--- config.mk ---
export PLATFORM = sky130hd
export DESIGN_NAME = aes_round_scheduler
export DESIGN_NICKNAME = d
export VERILOG_FILES = /design/src/rtl/aes_round_scheduler.sv
export SDC_FILE = /design/constraint.sdc
export NUM_CORES = 1
export LEC_CHECK = 0
export ABC_CLOCK_PERIOD_IN_PS = 4400
export CORE_AREA = 2 2 260 262
export DETAILED_ROUTE_END_ITERATION = 7
export DIE_AREA = 0 0 262 264
export SYNTH_ARGS = -nofsm -noshare
export SYNTH_HDL_FRONTEND = slang
export SYNTH_SLANG_ARGS = --single-unit
--- constraint.sdc ---
create_clock -name clk -period 4.4 [get_ports clk]
set_input_delay 0.88 -clock clk [delete_from_list [all_inputs] [get_ports clk]]
set_output_delay 0.88 -clock clk [all_outputs]
set_load 0.005 [all_outputs]
--- src/rtl/aes_round_scheduler.sv ---
// Arbitrates two requesters onto one iterative AES round datapath and sequences
// the rounds, holding each final block until the consumer takes it.
module aes_round_scheduler #(
  parameter int NUM_REQ = 2,
  parameter int NR128   = 10,
  parameter int NR192   = 12,
  parameter int NR256   = 14
) (
  input  logic         clk,
  input  logic         reset,

  input  logic         a_valid,
  output logic         a_ready,
  input  logic [1:0]   a_sel,
  input  logic         a_dir,
  input  logic [127:0] a_data,

  input  logic         b_valid,
  output logic         b_ready,
  input  logic [1:0]   b_sel,
  input  logic         b_dir,
  input  logic [127:0] b_data,

  output logic [127:0] rnd_state,
  output logic [3:0]   rnd_idx,
  output logic [1:0]   rnd_sel,
  output logic         rnd_dir,
  output logic         rnd_last,
  input  logic [127:0] rnd_next,

  output logic         out_valid,
  input  logic         out_ready,
  output logic [127:0] out_data,
  output logic         out_id,
  output logic         busy
);

  localparam int ID_W = $clog2(NUM_REQ);

  typedef enum logic [1:0] {
    IDLE  = 2'd0,
    ROUND = 2'd1,
    DONE  = 2'd2
  } state_t;

  state_t            state_q;
  logic [127:0]      blk_q;
  logic [127:0]      out_data_q;
  logic [3:0]        cnt_q;
  logic [3:0]        cnt_d;
  logic [1:0]        sel_q;
  logic              dir_q;
  logic [ID_W-1:0]   id_q;
  logic              last_q;
  logic              out_valid_q;
  logic [3:0]        round_limit;
  logic              grant_a;
  logic              grant_b;

  // NOTE: every branch of this case assigns round_limit, so no latch is inferred.
  always_comb begin
    case (sel_q)
      2'b00:   round_limit = 4'(NR128);
      2'b01:   round_limit = 4'(NR192);
      default: round_limit = 4'(NR256);
    endcase
  end

  // Round-robin: last_q names the most recently granted requester.
  assign grant_a = (state_q == IDLE) && a_valid && (!b_valid || last_q);
  assign grant_b = (state_q == IDLE) && b_valid && (!a_valid || !last_q);
  assign cnt_d   = cnt_q + 4'd1;

  assign a_ready   = grant_a;
  assign b_ready   = grant_b;
  assign rnd_state = blk_q;
  assign rnd_idx   = cnt_q;
  assign rnd_sel   = sel_q;
  assign rnd_dir   = dir_q;
  assign rnd_last  = (state_q == ROUND) && (cnt_q == round_limit);
  assign out_valid = out_valid_q;
  assign out_data  = out_data_q;
  assign out_id    = id_q;
  assign busy      = (state_q != IDLE);

  // NOTE: non-blocking assignments for all state so every register samples pre-edge values.
  always_ff @(posedge clk) begin
    if (reset) begin
      state_q     <= IDLE;
      // NOTE: the wide block registers are cleared too, so the datapath never sees X after reset.
      blk_q       <= '0;
      out_data_q  <= '0;
      cnt_q       <= '0;
      sel_q       <= 2'b00;
      dir_q       <= 1'b0;
      id_q        <= '0;
      last_q      <= 1'b1;
      out_valid_q <= 1'b0;
    end else begin
      case (state_q)
        IDLE: begin
          if (grant_a || grant_b) begin
            blk_q   <= grant_b ? b_data : a_data;
            sel_q   <= grant_b ? b_sel  : a_sel;
            dir_q   <= grant_b ? b_dir  : a_dir;
            id_q    <= grant_b;
            last_q  <= grant_b;
            cnt_q   <= '0;
            state_q <= ROUND;
          end
        end
        ROUND: begin
          blk_q <= rnd_next;
          if (rnd_last) begin
            // Counter returns to 0 so rnd_idx reads 0 outside ROUND.
            out_data_q  <= rnd_next;
            out_valid_q <= 1'b1;
            cnt_q       <= '0;
            state_q     <= DONE;
          end else begin
            cnt_q <= cnt_d;
          end
        end
        DONE: begin
          if (out_ready) begin
            out_valid_q <= 1'b0;
            state_q     <= IDLE;
          end
        end
        default: state_q <= IDLE;
      endcase
    end
  end

endmodule

Word-level counts from Yosys, hierarchy flattened
Cells that the tools add are included.
{"block": "totals", "reg_bits": 268, "input_bits": 395, "out_inout_bits": 269}
{"block": "op_classes", "add_sub_neg": 1, "n_eq_ne": 7, "n_mux": 16, "reduce_logical": 21}
{"cell": "128-bit two-way mux", "n": 2}
{"cell": "128-bit one-hot mux with 2 select lines", "n": 1}
{"cell": "2-bit two-way mux", "n": 4}
{"cell": "4-bit two-way mux", "n": 2}
{"cell": "4-bit one-hot mux with 2 select lines", "n": 1}
{"cell": "2-bit one-hot mux with 3 select lines", "n": 1}
{"cell": "3-bit one-hot mux with 2 select lines", "n": 1}
{"cell": "2-bit AND reduction", "n": 3}
{"cell": "3-bit AND reduction", "n": 2}
{"cell": "2-bit nonzero test", "n": 3}
{"cell": "1-bit logical AND", "n": 5}
{"cell": "4-bit by 1-bit adder with 4-bit output (second input constant)", "n": 1}
{"cell": "2-bit by 1-bit equality test with 1-bit output (second input constant)", "n": 2}
{"cell": "4-bit equality test", "n": 1}
{"cell": "2-bit logical NOT", "n": 2}
{"cell": "2-bit != test (second input constant)", "n": 2}
{"cell": "1-bit logical NOT", "n": 3}
{"cell": "1-bit logical OR", "n": 3}
{"cell": "1-bit two-way mux", "n": 3}
{"cell": "2-bit equality test (second input constant)", "n": 1}
{"cell": "2-bit by 1-bit != test with 1-bit output (second input constant)", "n": 1}
{"cell": "1-bit one-hot mux with 2 select lines", "n": 1}

Logic depth before layout (Yosys ltp)
{"block": "depth", "depth_word": 6, "depth_mapped": 8, "mapped_depth_nobuf": 5}

Worst setup path before layout
OpenSTA, ideal clock, no wires.
{"block": "synth_timing", "path_type": "input port to output port", "startpoint": "input port a_valid", "endpoint": "output port b_ready", "t_arrival_ns": 1.497, "t_required_ns": 3.520, "path_slack_ns": 2.023, "stages": 5, "cell_sequence": "nand2_1 nand3_1 clkbuf_1 buf_2 inv_1"}
{"block": "synth_between", "elab_chain_len": 3}
{"item": "from (decl)", "line_no": "12", "text": "input logic a_valid,"}
{"item": "1-bit logical NOT", "line_no": "71", "text": "assign grant_b = (state_q == IDLE) && b_valid && (!a_valid || !last_q);"}
{"item": "1-bit logical OR", "line_no": "71"}
{"item": "1-bit logical AND", "line_no": "71"}
{"item": "to (decl)", "line_no": "19", "text": "output logic b_ready,"}
Every way passes these cells.

Final worst setup path
{"block": "layout_timing", "startpoint": "input port a_valid", "endpoint": "output port a_ready"}
{"block": "layout_between", "elab_chain_len": 2}
{"item": "1-bit logical AND (2 in series)", "line_no": "70", "text": "assign grant_a = (state_q == IDLE) && a_valid && (!b_valid || last_q);"}
{"item": "to (decl)", "line_no": "13", "text": "output logic a_ready,"}
Every way passes these cells.

==> results.sh <==
export IMPL_vias=11979
export IMPL_pin_count=664
export IMPL_clkSlewWorstSetupHoldPaths_ps=50
export IMPL_cp_max_fo=4
export IMPL_overflow=0
export IMPL_mostFrequentLayoutCell="clkdlybuf4s50_1"
export IMPL_min_from="out_data[127]$_SDFFE_PP0P_"
export IMPL_max_cap_viol_count=0
export IMPL_grt_max_degree=165
export IMPL_hold_buffers=0
export IMPL_ctsResizeCount=0
export IMPL_tritoncts="yes"
export IMPL_antenna_found_initial=7
export IMPL_status="finished, final reports clean"
export IMPL_setup_viol=0
export IMPL_min_to="out_data[127]$_SDFFE_PP0P_"
export IMPL_r2r_cells=6
export IMPL_dp_hpwl_mm=38.5
export IMPL_multiInputGateArea_mm2=0.00502
export IMPL_cp_arrival_ps=2390
export IMPL_min_period_over_period_pct=74.4
export IMPL_worst_setup_path_end_kind="output port"
export IMPL_tightest_slew_ps=1020
export IMPL_detail_route_vias_per_cell=4.43
export IMPL_netlist_area_mm2=0.0109
export IMPL_area_delta_synth_final_pct=78.9
export IMPL_required_ps=3520
export IMPL_reg2reg_slack_ps=1850
export IMPL_fmax_mhz=306
export IMPL_power_density_mw_per_mm2=356
export IMPL_totalPowerFinal_w=0.00693
export IMPL_wirelength_mm=53.5
export IMPL_port_buffer_count=663
export IMPL_startpoint="a_valid"
export IMPL_cts_sinks=268
export IMPL_clk_latency_ps=530
export IMPL_ys_types=30
export IMPL_wire_per_inst_um=19.8
export IMPL_grt_setup_unrepaired="false"
export IMPL_finish_net_count=2203
export IMPL_r2r_start="state_q[0]$_SDFFE_PP0P_"
export IMPL_syn_nets=1605
export IMPL_cts_max_level=2
export IMPL_hold_viol=0
export IMPL_ant_nets=0
export IMPL_synth_cells=1209
export IMPL_drive_gt1_share_pct=4.21
export IMPL_core_mm2=0.0666
export IMPL_finClkSkew_ps=7.34
export IMPL_regArea_mm2=0.00537
export IMPL_cts_root_buf="clkbuf_16"
export IMPL_post_route_drc_count=0
export IMPL_start_kind="input port"
export IMPL_drt_first_pass_iters=5
export IMPL_cts_buffers=35
export IMPL_fillers=6984
export IMPL_clockBufferDepth=3
export IMPL_num_rows=95
export IMPL_yosys_register_bits=268
export IMPL_worst_ir_drop_vdd_mv=0.245
export IMPL_grt_pass1_wl_mm=76.7
export IMPL_max_slew_margin_rel_pct=32.1
export IMPL_syn_area_per_cell_um2=9.00
export IMPL_post_cts_buffers=0
export IMPL_finalSetupTns_ps=0
export IMPL_gp_congestion=0.923
export IMPL_hold_path_class="register to register"
export IMPL_final_cell_mix="662 x clkdlybuf4s50_1, 268 x dfxtp_1, 260 x nand2_1, 137 x a21oi_1, 131 x mux2i_1"
export IMPL_die_height_um=264
export IMPL_whs_path_depth=2
export IMPL_r2r_end="rnd_state[69]$_SDFFE_PP0P_"
export IMPL_grt_usage_pct=14.6
export IMPL_maxSlewViolCount=0
export IMPL_p_leak_nw=7.20
export IMPL_synth_warning_count=0
export IMPL_die_area_mm2=0.0692
export IMPL_drt_iter0_drc=750
export IMPL_start_util_pct=16.3
export IMPL_period_minus_slack_ps=3270
export IMPL_dieWidth_um=262
export IMPL_criticalPathCategory="input port to output port"
export IMPL_ys_seq_area_share_pct=49.3
export IMPL_grt_pass1_vias=11760
==> synth_stat cells <==
master	instances	area, um^2
and4bb_1	1	12.5
a21o_1	1	7.51
buf_4	8	60.1
nand2b_1	3	18.8
o22ai_1	128	801
nand2_1	260	976
o21ai_0	1	5.00
ha_1	1	12.5
nand3b_1	1	7.51
o311ai_4	1	26.3
buf_1	13	48.8
a211oi_1	3	22.5
mux2i_1	131	1310
a21oi_1	137	686
a22oi_1	128	961
nor4b_2	1	15.0
and3_1	1	6.26
dfxtp_1	268	5370
clkbuf_1	58	218
nor2b_1	2	12.5
nor3_1	3	15.0
nor2_1	5	18.8
inv_2	1	3.75
o21a_1	1	7.51
buf_2	37	185
o31ai_1	3	22.5
nand3_1	5	25.0
or3_1	1	6.26
nand4_1	1	6.26
inv_1	5	18.8
==> power breakdown <==
group	internal (W)	switching [W]	total (W)
clock network	0.00171	0.00113	0.00284
registers	0.00259	0.000105	0.00269
logic	0.000810	0.000583	0.00139
total	0.00511	0.00182	0.00693
==> stage by stage <==
stage               hold slack, ps  cell area, um^2  utilization [%]  setup WS [ps]  instances
detailed placement             446            18300             27.5            935       2643
CTS                            453            19500             29.2           1110       2703
finish                         449            19500             29.2           1130       2705
global placement               441            18300             27.5            993       2643
global route                   466            19500             29.2           1070       2703
floorplan                      453            10900                -           2020       1209
==> state kept, by name (all words and copies together) (netlist names) <==
register and flops:
out_id 1, rnd_dir 1, rnd_idx 4, out_valid 1, rnd_state 128, rnd_sel 2, out_data 128, last_q 1
state_q 2
==> layout make-up <==
type | instances | share of cell area (%)
timing repair buffer | 677 | 35.0
sequential | 268 | 27.6
multi-input combinational | 819 | 25.8
clock buffer | 53 | 5.63
tap | 873 | 5.61
clock inverter | 7 | 0.212
inverter | 6 | 0.129
antenna | 2 | 0.0257
==> layer usage <==
metal	part of all wire (%)	GRT usage, %	vias to the layer above
li1	-	-	5581
met2	46	23.2	541
met3	9.0	4.72	131
met4	4.2	6.46	10
met1	40	17.9	5716
met5	0.12	0	-
==> kinds of logic after synthesis <==
kind of cell | share of synthesized area (%)
mux | 12.1
buf+inv | 4.91
simple gates | 10.3
fa+ha+maj | 0.115
compound gates | 23.3
flops | 49.3
==> worst max path at each step <==
| stage | end | slack [ps] | cells past startpoint |
|---|---|---|---|
| final | a_ready | 1130 | 4 |
| after global routing | a_ready | 1070 | 4 |
| after CTS | a_ready | 1110 | 4 |
| after detailed placement | rnd_state[69]$_SDFFE_PP0P_ | 940 | 7 |
| after global placement | rnd_state[22]$_SDFFE_PP0P_ | 990 | 7 |
| after floorplan | b_ready | 2020 | 5 |
==> critical path, cell delays in order <==
cell and delay [ps]:
clkdlybuf4s50_1 580, nand2_1 200, a21oi_1 170, clkdlybuf4s50_1 560
Power figures use the tool's default switching activity.
